`config.mk`:
```
export PLATFORM = sky130hd
export DESIGN_NAME = button_conditioner
export DESIGN_NICKNAME = d
export VERILOG_FILES = /design/src/rtl/btn_pkg.sv /design/src/rtl/button_channel.sv /design/src/rtl/button_conditioner.sv
export SDC_FILE = /design/constraint.sdc
export NUM_CORES = 1
export LEC_CHECK = 0
export ABC_AREA = 0
export CAP_MARGIN = 20
export CORE_UTILIZATION = 60
export CTS_BUF_LIST = sky130_fd_sc_hd__clkbuf_4 sky130_fd_sc_hd__clkbuf_8
export DETAILED_ROUTE_END_ITERATION = 7
export PLACE_DENSITY = 0.77
export RECOVER_POWER = 25
export REMOVE_ABC_BUFFERS = 1
export SLEW_MARGIN = 10
export SYNTH_ARGS = -nofsm -noshare
export SYNTH_HDL_FRONTEND = slang
export SYNTH_HIERARCHICAL = 1
export SYNTH_SLANG_ARGS = --single-unit
```
`constraint.sdc`:
```
create_clock -name clock -period 7.2 [get_ports clock]
set_input_delay 0.72 -clock clock [delete_from_list [all_inputs] [get_ports clock]]
set_output_delay 0.72 -clock clock [all_outputs]
set_load 0.01 [all_outputs]
```
`src/rtl/btn_pkg.sv`:
```
// -----------------------------------------------------------------------------
// btn_pkg
// Shared types and helpers for the button conditioner.
//   btn_state_t : per-channel debounce/hold FSM states
//   cnt_width   : counter width large enough for the biggest cycle count
// -----------------------------------------------------------------------------
package btn_pkg;

    typedef enum logic [1:0] {
        RELEASED     = 2'd0,
        PRESS_PEND   = 2'd1,
        HELD         = 2'd2,
        RELEASE_PEND = 2'd3
    } btn_state_t;

    // Width holding max(a, b, c) without wrapping; at least 1 bit.
    function automatic int cnt_width(input int a, input int b, input int c);
        int m;
        m = a;
        if (b > m) begin
            m = b;
        end
        if (c > m) begin
            m = c;
        end
        if (m < 1) begin
            m = 1;
        end
        return $clog2(m + 1);
    endfunction

endpackage

```
`src/rtl/button_channel.sv`:
```
// -----------------------------------------------------------------------------
// button_channel
// One button: two-flop synchroniser, debounce FSM, optional auto-repeat.
// Ports:
//   clock, reset   : system clock, synchronous active-high reset
//   raw            : asynchronous button level, 1 = pressed
//   repeat_en      : 1 enables auto-repeat of the press pulse while held
//   level          : debounced level
//   press_pulse    : 1-cycle pulse on accepted press and on each repeat
//   release_pulse  : 1-cycle pulse on accepted release
//   held           : 1 while in HELD or RELEASE_PEND
// -----------------------------------------------------------------------------
module button_channel
    import btn_pkg::*;
#(
    parameter int DEBOUNCE_CYCLES = 1000000,
    parameter int REPEAT_DELAY    = 50000000,
    parameter int REPEAT_PERIOD   = 10000000
) (
    input  logic clock,
    input  logic reset,
    input  logic raw,
    input  logic repeat_en,
    output logic level,
    output logic press_pulse,
    output logic release_pulse,
    output logic held
);

    localparam int CW = cnt_width(DEBOUNCE_CYCLES, REPEAT_DELAY, REPEAT_PERIOD);

    localparam logic [CW-1:0] CNT_ZERO   = {CW{1'b0}};
    localparam logic [CW-1:0] CNT_ONE    = CW'(1);
    localparam logic [CW-1:0] CNT_MAX    = {CW{1'b1}};
    localparam logic [CW-1:0] DEB_C      = CW'(DEBOUNCE_CYCLES);
    localparam logic [CW-1:0] RPT_DELAY  = CW'(REPEAT_DELAY);
    localparam logic [CW-1:0] RPT_PERIOD = CW'(REPEAT_PERIOD);

    logic          sync_meta_r;
    logic          sync_r;
    btn_state_t    state_r;
    logic [CW-1:0] cnt_r;
    logic [CW-1:0] rpt_cnt_r;
    logic          rpt_phase_r;   // 0: waiting for first repeat, 1: periodic
    logic          level_r;
    logic          press_r;
    logic          release_r;
    logic          held_r;
    logic [CW-1:0] cnt_inc_s;
    logic [CW-1:0] rpt_inc_s;

    // Saturating increments so the counters can never wrap.
    always_comb begin
        cnt_inc_s = cnt_r;
        rpt_inc_s = rpt_cnt_r;
        if (cnt_r != CNT_MAX) begin
            cnt_inc_s = cnt_r + CNT_ONE;
        end else begin
            cnt_inc_s = cnt_r;
        end
        if (rpt_cnt_r != CNT_MAX) begin
            rpt_inc_s = rpt_cnt_r + CNT_ONE;
        end else begin
            rpt_inc_s = rpt_cnt_r;
        end
    end

    // Two-flop synchroniser for the asynchronous raw level.
    always_ff @(posedge clock) begin
        if (reset) begin
            sync_meta_r <= 1'b0;
            sync_r      <= 1'b0;
        end else begin
            sync_meta_r <= raw;
            sync_r      <= sync_meta_r;
        end
    end

    // Debounce/hold FSM with registered level, pulse and held outputs.
    always_ff @(posedge clock) begin
        if (reset) begin
            state_r     <= RELEASED;
            cnt_r       <= CNT_ZERO;
            rpt_cnt_r   <= CNT_ZERO;
            rpt_phase_r <= 1'b0;
            level_r     <= 1'b0;
            press_r     <= 1'b0;
            release_r   <= 1'b0;
            held_r      <= 1'b0;
        end else begin
            press_r   <= 1'b0;
            release_r <= 1'b0;
            case (state_r)
                RELEASED: begin
                    rpt_cnt_r   <= CNT_ZERO;
                    rpt_phase_r <= 1'b0;
                    held_r      <= 1'b0;
                    level_r     <= 1'b0;
                    if (sync_r) begin
                        state_r <= PRESS_PEND;
                        cnt_r   <= CNT_ONE;
                    end else begin
                        cnt_r   <= CNT_ZERO;
                    end
                end
                PRESS_PEND: begin
                    if (!sync_r) begin
                        // Glitch shorter than the debounce window: drop it silently.
                        state_r <= RELEASED;
                        cnt_r   <= CNT_ZERO;
                    end else if (cnt_r == DEB_C) begin
                        state_r     <= HELD;
                        cnt_r       <= CNT_ZERO;
                        level_r     <= 1'b1;
                        press_r     <= 1'b1;
                        held_r      <= 1'b1;
                        rpt_cnt_r   <= CNT_ZERO;
                        rpt_phase_r <= 1'b0;
                    end else begin
                        cnt_r <= cnt_inc_s;
                    end
                end
                HELD: begin
                    if (!sync_r) begin
                        state_r     <= RELEASE_PEND;
                        cnt_r       <= CNT_ONE;
                        rpt_cnt_r   <= CNT_ZERO;
                        rpt_phase_r <= 1'b0;
                    end else if (repeat_en) begin
                        // rpt_inc_s is the number of cycles since HELD entry
                        // (or since the previous repeat pulse).
                        if (!rpt_phase_r && (rpt_inc_s == RPT_DELAY)) begin
                            press_r     <= 1'b1;
                            rpt_cnt_r   <= CNT_ZERO;
                            rpt_phase_r <= 1'b1;
                        end else if (rpt_phase_r && (rpt_inc_s == RPT_PERIOD)) begin
                            press_r   <= 1'b1;
                            rpt_cnt_r <= CNT_ZERO;
                        end else begin
                            rpt_cnt_r <= rpt_inc_s;
                        end
                    end else begin
                        rpt_cnt_r <= CNT_ZERO;
                    end
                end
                RELEASE_PEND: begin
                    if (sync_r) begin
                        // Release bounce: back to HELD, repeat timing restarts.
                        state_r     <= HELD;
                        cnt_r       <= CNT_ZERO;
                        rpt_cnt_r   <= CNT_ZERO;
                        rpt_phase_r <= 1'b0;
                    end else if (cnt_r == DEB_C) begin
                        state_r   <= RELEASED;
                        cnt_r     <= CNT_ZERO;
                        level_r   <= 1'b0;
                        release_r <= 1'b1;
                        held_r    <= 1'b0;
                    end else begin
                        cnt_r <= cnt_inc_s;
                    end
                end
                default: begin
                    state_r     <= RELEASED;
                    cnt_r       <= CNT_ZERO;
                    rpt_cnt_r   <= CNT_ZERO;
                    rpt_phase_r <= 1'b0;
                    level_r     <= 1'b0;
                    held_r      <= 1'b0;
                end
            endcase
        end
    end

    assign level         = level_r;
    assign press_pulse   = press_r;
    assign release_pulse = release_r;
    assign held          = held_r;

endmodule

```
`src/rtl/button_conditioner.sv`:
```
// -----------------------------------------------------------------------------
// button_conditioner
// Conditions NUM_BTN raw board buttons into debounced levels and single-cycle
// press/release pulses. btn_press[0] drives Next, btn_press[1] drives Done.
// Ports:
//   clock        : system clock
//   reset        : synchronous active-high reset
//   btn_raw      : raw asynchronous button levels, 1 = pressed
//   btn_level    : debounced levels
//   btn_press    : 1-cycle pulse per accepted press and per auto-repeat
//   btn_release  : 1-cycle pulse per accepted release
//   btn_held     : 1 while a channel is held or pending release
// -----------------------------------------------------------------------------
module button_conditioner
    import btn_pkg::*;
#(
    parameter int                 NUM_BTN         = 5,
    parameter int                 DEBOUNCE_CYCLES = 1000000,
    parameter logic [NUM_BTN-1:0] REPEAT_EN       = {NUM_BTN{1'b0}},
    parameter int                 REPEAT_DELAY    = 50000000,
    parameter int                 REPEAT_PERIOD   = 10000000
) (
    input  logic               clock,
    input  logic               reset,
    input  logic [NUM_BTN-1:0] btn_raw,
    output logic [NUM_BTN-1:0] btn_level,
    output logic [NUM_BTN-1:0] btn_press,
    output logic [NUM_BTN-1:0] btn_release,
    output logic [NUM_BTN-1:0] btn_held
);

    for (genvar g = 0; g < NUM_BTN; g++) begin : g_chan
        button_channel #(
            .DEBOUNCE_CYCLES (DEBOUNCE_CYCLES),
            .REPEAT_DELAY    (REPEAT_DELAY),
            .REPEAT_PERIOD   (REPEAT_PERIOD)
        ) u_chan (
            .clock         (clock),
            .reset         (reset),
            .raw           (btn_raw[g]),
            .repeat_en     (REPEAT_EN[g]),
            .level         (btn_level[g]),
            .press_pulse   (btn_press[g]),
            .release_pulse (btn_release[g]),
            .held          (btn_held[g])
        );
    end

endmodule

```
==> impl_metrics.json, run 1 <==
{
  "postCtsSetupBuffers": 0,
  "final_nets": 2593,
  "failed_checks": "max-capacitance violations, max-slew violations",
  "drc": 0,
  "drt_first_pass_iters": 5,
  "grt_pass1_vias": 17700,
  "final-setup-viol-count": 0,
  "worst-endpoint-required_ns": 7.71,
  "netlist_instances": 2629,
  "tritoncts": "yes",
  "routed-via-count": 19500,
  "vdd_drop_max_mv": 0.215,
  "drt-total-wl_mm": 50.2,
  "clk_path_buf_depth": 3,
  "initial_core_util_pct": 60.9,
  "r2r-start": "g_chan[4].u_chan/rpt_cnt_r[0]$_SDFFE_PP0P_",
  "antenna_cells": 0,
  "area_growth_pct": 6.67,
  "fin_crit_sh_pct": 66.9,
  "grt_pass1_wl_mm": 84.0,
  "grt_max_degree": 173,
  "layout-drive-gt1-share_pct": 7.38,
  "rsz0062_at_grt": "no",
  "slew_headroom_pct": -142,
  "worstReg2RegEnd": "g_chan[4].u_chan/rpt_cnt_r[23]$_SDFFE_PP0P_",
  "die_height_um": 184,
  "yosys_warnings": 6,
  "clkLatencyLatePin_ns": 0.63,
  "place.gp.congestion": 0.947,
  "avgRoutedWirePerCell_um": 16.6,
  "cpPeakStageDelay_ns": 2.63,
  "viasPerCell": 6.42,
  "htree_levels": 2,
  "synth.avg_cell_area_um2": 7.53,
  "skew_ns": 0.0173,
  "hold_start": "g_chan[3].u_chan/sync_meta_r$_SDFF_PP0_",
  "clock-root-buffer": "clkbuf_8",
  "first_iter_violations": 1579,
  "worst_ep_arrival_time_ns": 5.33,
  "ctsResizeCount": 0,
  "status": "finished, violations left",
  "core_region_area_um2": 32500,
  "portBuffers": 26,
  "p_per_area_nw_per_um2": 176,
  "antenna_found_initial": 0,
  "ant_nets": 0,
  "holdPathEnd": "g_chan[3].u_chan/sync_r$_SDFF_PP0_",
  "cpMaxStageDelayCell": "clkbuf_2",
  "maxCapViolations": 1,
  "synth-seq-area-share_pct": 30.3,
  "synth_flop_cell": "dfxtp_1",
  "overflow": 0,
  "tns_ns": 0,
  "holdCritPathClass": "reg2reg",
  "p_leak_uw": 0.00690,
  "io_pins": 27,
  "synth_top_area_cell": "dfxtp_1",
  "cts_hold_buf": 0,
  "utilization_pct": 64.9,
  "die_w_um": 184,
  "synth_area_leaders": "dfxtp_1 (30%), nor2_1 (5.5%), nand2_1 (5.2%)",
  "holdWs_ns": 0.435,
  "yosysTopAreaCellShare_pct": 30.3,
  "grt_usage_pct": 29.1,
  "worst-r2r-cell-count": 10,
  "dieArea_um2": 33700,
  "async_reset_ff_share_pct": 0,
  "end_kind": "flop",
  "hold_viol_final": 0,
  "start_kind": "primary input",
  "worst_slew_pin_slew_ns": 3.63,
  "synthDistinctLibCells": 93,
  "path_class": "in2reg",
  "crit_fanout": 172,
  "path_clk_slew_ns": 0.06,
  "cts_buffers": 54,
  "max_freq_mhz": 208,
  "hpwl_mm": 33.6,
  "drv_slew": 173,
  "syn_area_um2": 19800,
  "ys_ff_latch": 300,
  "synthTopCellsByCount": "dfxtp_1 (300), nor2_1 (291), nand2_1 (273), a21oi_1 (163), nand3_1 (140)",
  "fp-row-count": 66,
  "fin_crit_ns": 4.81,
  "yosysMostFrequentCell": "dfxtp_1",
  "holdPathStages": 1,
  "clkSinkCount": 300,
  "synth_enable_flop_cells": 0,
  "r2r_setup_slack_ns": 3.44,
  "path_cells": "clkbuf_8, clkbuf_2, nor2_1, a211o_1"
}
[power breakdown]
| group | switching, µW | leakage [µW] | internal (µW) | total [µW] |
|---|---|---|---|---|
| sequential | 18.5 | 0.00242 | 1670 | 1690 |
| combinational | 145 | 0.00382 | 63.9 | 209 |
| clock | 725 | 0.000657 | 1090 | 1820 |
[flip-flops by register name (all words and copies together), names as in the netlist, named ones only]
signal / cells
g_chan.u_chan/release_pulse: 5
g_chan.u_chan/state_r: 5
g_chan.u_chan/rpt_cnt_r: 130
g_chan.u_chan/cnt_r: 130
g_chan.u_chan/rpt_phase_r: 5
g_chan.u_chan/held: 5
g_chan.u_chan/press_pulse: 5
g_chan.u_chan/sync_r: 5
g_chan.u_chan/sync_meta_r: 5
[worst max path at each step]
| stage | from | to | slack, ns | cells after the start |
|---|---|---|---|---|
| 6_report | reset | g_chan[4].u_chan/rpt_cnt_r[14]$_SDFFE_PP0P_ | 2.39 | 4 |
| 5_1_grt | reset | g_chan[4].u_chan/rpt_cnt_r[14]$_SDFFE_PP0P_ | 2.00 | 4 |
| 4_1_cts | g_chan[4].u_chan/rpt_cnt_r[0]$_SDFFE_PP0P_ | g_chan[4].u_chan/rpt_cnt_r[23]$_SDFFE_PP0P_ | 3.42 | 10 |
| 3_5_place_dp | g_chan[4].u_chan/rpt_cnt_r[0]$_SDFFE_PP0P_ | g_chan[4].u_chan/rpt_cnt_r[23]$_SDFFE_PP0P_ | 3.46 | 10 |
| 3_3_place_gp | g_chan[4].u_chan/rpt_cnt_r[0]$_SDFFE_PP0P_ | g_chan[4].u_chan/rpt_cnt_r[23]$_SDFFE_PP0P_ | 3.52 | 10 |
| 2_1_floorplan | g_chan[4].u_chan/rpt_cnt_r[0]$_SDFFE_PP0P_ | g_chan[4].u_chan/rpt_cnt_r[15]$_SDFFE_PP0P_ | 4.01 | 9 |
[critical path: cells and delay by family]
family	cells	cell delay (ns)
buffers and inverters	2	3.11
and+or+nand+nor	1	0.93
AOI/OAI and AO/OA	1	0.51
[layout by cell type, fill, tap and decap left out, types with 14 or more instances in the layout]
master and count:
xor2_1 28, and4_1 37, and2_1 20, clkbuf_8 69, nand4_1 85, mux2i_1 20, nor3_1 134, xnor2_1 58
nand2_1 273, o21ai_0 117, nor2_1 291, nand3_1 140, a21oi_1 163, a31oi_1 69, clkdlybuf4s50_1 16, or2_2 14
nor2b_1 15, a311oi_1 53, or4_1 17, clkbuf_4 19, a211oi_1 39, dfxtp_1 300, nor3b_1 19, or3_1 42
and3_1 57, a22oi_1 17, a41oi_1 22, nor4_1 44, conb_1 17, inv_1 56, a21o_1 23, ha_1 40
[final cells by class]
type                       count  area [µm²]
multi-input combinational   2098       12800
fill                        2967       11400
sequential                   300        6010
clock buffer                  87        1080
tap                          442         553
timing repair buffer          35         325
inverter                      57         214
clock inverter                12         169
[logic make-up after synthesis]
kind of cell               Yosys count  synth area share [%]
AOI/OAI and AO/OA                  642                  22.1
xor gates and xnor gates            86                  3.80
adders and majority gates           40                  2.53
buffers and inverters              247                  5.50
DFF                                300                  30.3
muxes                               22                  1.12
other                                1                0.0189
and+or+nand+nor                   1291                  34.6
[metrics by stage]
stage	std cells	total power (µW)	area, µm²	worst slack (ns)
2_1_floorplan	2455	1850	19000	4.01
3_3_place_gp	2932	1930	19900	3.52
3_5_place_dp	2932	1940	19900	3.46
4_1_cts	3031	3770	21200	3.42
5_1_grt	3031	3860	21100	2.00
6_report	3031	3720	21100	2.39
[routing by layer]
metal  GRT usage [%]  share of wire, %
met4            10.9               2.1
met2            49.1                47
met1            37.9                45
met5               0                 0
met3            3.68               5.4
(Power assumes the default switching activity.)
==> run 2, diff against run 1 <==
clock period = 5 ns   (was 7.2 ns; I/O delays follow)
==> run 2 against run 1 <==
Net effect:
- the flow still finishes with violations (max-capacitance violations, max-slew violations)
- cell count fell by 0.26%
- die area did not move
- first-iteration DRC count rose by 7.5%
- utilization fell by 0.38 points
- hold slack got worse by 0.012 ns
- total power rose by 38%
- flip-flop and latch count did not move
- register-to-register slack got worse by 2.2 ns
- clock power rose by 31%
- non-clock buffer count rose by 2
- sequential power rose by 44%
- sequential share of layout area rose by 0.17 points
==> impl_metrics.json, run 2 (synthesis gave the netlist of run 1 again) <==
{
  "grt_pass1_wl_mm": 85.0,
  "max_freq_mhz": 250,
  "routed-via-count": 19600,
  "antenna_cells": 0,
  "drc": 0,
  "worst_ep_arrival_time_ns": 4.51,
  "dieArea_um2": 33700,
  "core_region_area_um2": 32500,
  "start_kind": "primary input",
  "fp-row-count": 66,
  "ctsResizeCount": 0,
  "io_pins": 27,
  "status": "finished, violations left",
  "post-place-cells": 2933,
  "fin_crit_ns": 4.00,
  "hpwl_mm": 33.9,
  "cp_top_family": "buffers and inverters",
  "overflow": 0,
  "fin_crit_sh_pct": 80.1,
  "htree_levels": 2,
  "place.gp.congestion": 0.963,
  "grt_pass1_vias": 17800,
  "layout.cells.non_filler": 3023,
  "viasPerCell": 6.49,
  "holdCritPathClass": "in2reg",
  "final-setup-viol-count": 0,
  "hold_viol_final": 0,
  "p_leak_uw": 0.00688,
  "failed_checks": "max-capacitance violations, max-slew violations",
  "drv_slew": 156,
  "cpMaxStageDelayCell": "clkbuf_2",
  "top_regs": "g_chan.u_chan/cnt_r x130, g_chan.u_chan/rpt_cnt_r x130",
  "die_height_um": 184,
  "clock-root-buffer": "clkbuf_8",
  "grt_usage_pct": 29.6,
  "end_kind": "flop",
  "worst_slew_pin_slew_ns": 2.55,
  "mostFrequentLayoutCell": "dfxtp_1",
  "skew_ns": 0.0337,
  "cpPeakStageDelay_ns": 1.70,
  "p_per_area_nw_per_um2": 244,
  "cts_hold_buf": 0,
  "path_class": "in2reg",
  "ant_nets": 0,
  "portBuffers": 26,
  "utilization_pct": 64.5,
  "first_iter_violations": 1697,
  "grt_max_degree": 117,
  "worst-endpoint-required_ns": 5.51,
  "layout-drive-gt1-share_pct": 7.05,
  "final_cell_mix": "dfxtp_1 (300), nor2_1 (291), nand2_1 (273)",
  "path_clk_slew_ns": 0.06,
  "clkLatencyLatePin_ns": 0.64,
  "cts_buffers": 51,
  "drt-total-wl_mm": 50.3,
  "avgRoutedWirePerCell_um": 16.6,
  "slew_headroom_pct": -69.8,
  "initial_core_util_pct": 60.9,
  "rsz0062_at_grt": "no",
  "maxCapViolations": 2,
  "die_w_um": 184,
  "path_cells": "clkbuf_2, clkbuf_1, nor2_1, a211o_1",
  "tritoncts": "yes",
  "tns_ns": 0,
  "area_growth_pct": 6.05,
  "clkSinkCount": 300,
  "postCtsSetupBuffers": 0,
  "antenna_found_initial": 1,
  "crit_fanout": 116,
  "vdd_drop_max_mv": 0.239,
  "final_nets": 2592,
  "drt_first_pass_iters": 6,
  "crit_buf_inv": 2,
  "clk_path_buf_depth": 3
}
==> run 2: cell type report <==
class | count | area [µm²]
timing repair buffer | 37 | 337
tap | 442 | 553
multi-input combinational | 2098 | 12800
fill | 2918 | 11500
inverter | 57 | 214
sequential | 300 | 6010
clock inverter | 10 | 106
clock buffer | 79 | 1010
==> run 2: per-layer routing <==
metal | GRT usage [%] | vias up | routed length [µm]
met5 | 0 | - | 12
met3 | 4.60 | 88 | 2790
met2 | 49.6 | 591 | 24000
li1 | - | 9640 | -
met4 | 9.37 | 2 | 971
met1 | 38.9 | 9295 | 22500
==> run 2: power breakdown <==
| part | switching [µW] | internal [µW] |
|---|---|---|
| registers | 26.1 | 2410 |
| clock network | 1010 | 1380 |
| logic | 208 | 91.8 |
==> run 2: metrics by stage <==
| step | setup slack (ns) | area (µm²) | total power, µW | hold WS [ns] |
|---|---|---|---|---|
| 3_5_place_dp | 1.31 | 19900 | 2790 | 0.425 |
| 2_1_floorplan | 1.81 | 19000 | 2670 | 0.414 |
| 6_report | 0.996 | 21000 | 5120 | 0.424 |
| 4_1_cts | 1.28 | 21000 | 5200 | 0.377 |
| 5_1_grt | 0.550 | 21000 | 5340 | 0.417 |
| 3_3_place_gp | 1.41 | 19900 | 2780 | 0.419 |
==> run 2: worst paths after layout <==
| check | start | to | slack (ns) | depth (start not counted) |
|---|---|---|---|---|
| worst min-delay path | btn_raw[0] | g_chan[0].u_chan/sync_meta_r$_SDFF_PP0_ | 0.42 | 2 |
| worst max register to register | g_chan[4].u_chan/rpt_cnt_r[0]$_SDFFE_PP0P_ | g_chan[4].u_chan/rpt_cnt_r[23]$_SDFFE_PP0P_ | 1.28 | 10 |
| worst min register to register | g_chan[0].u_chan/sync_meta_r$_SDFF_PP0_ | g_chan[0].u_chan/sync_r$_SDFF_PP0_ | 0.44 | 1 |
| worst max-delay path | reset | g_chan[1].u_chan/rpt_cnt_r[14]$_SDFFE_PP0P_ | 1.0 | 4 |
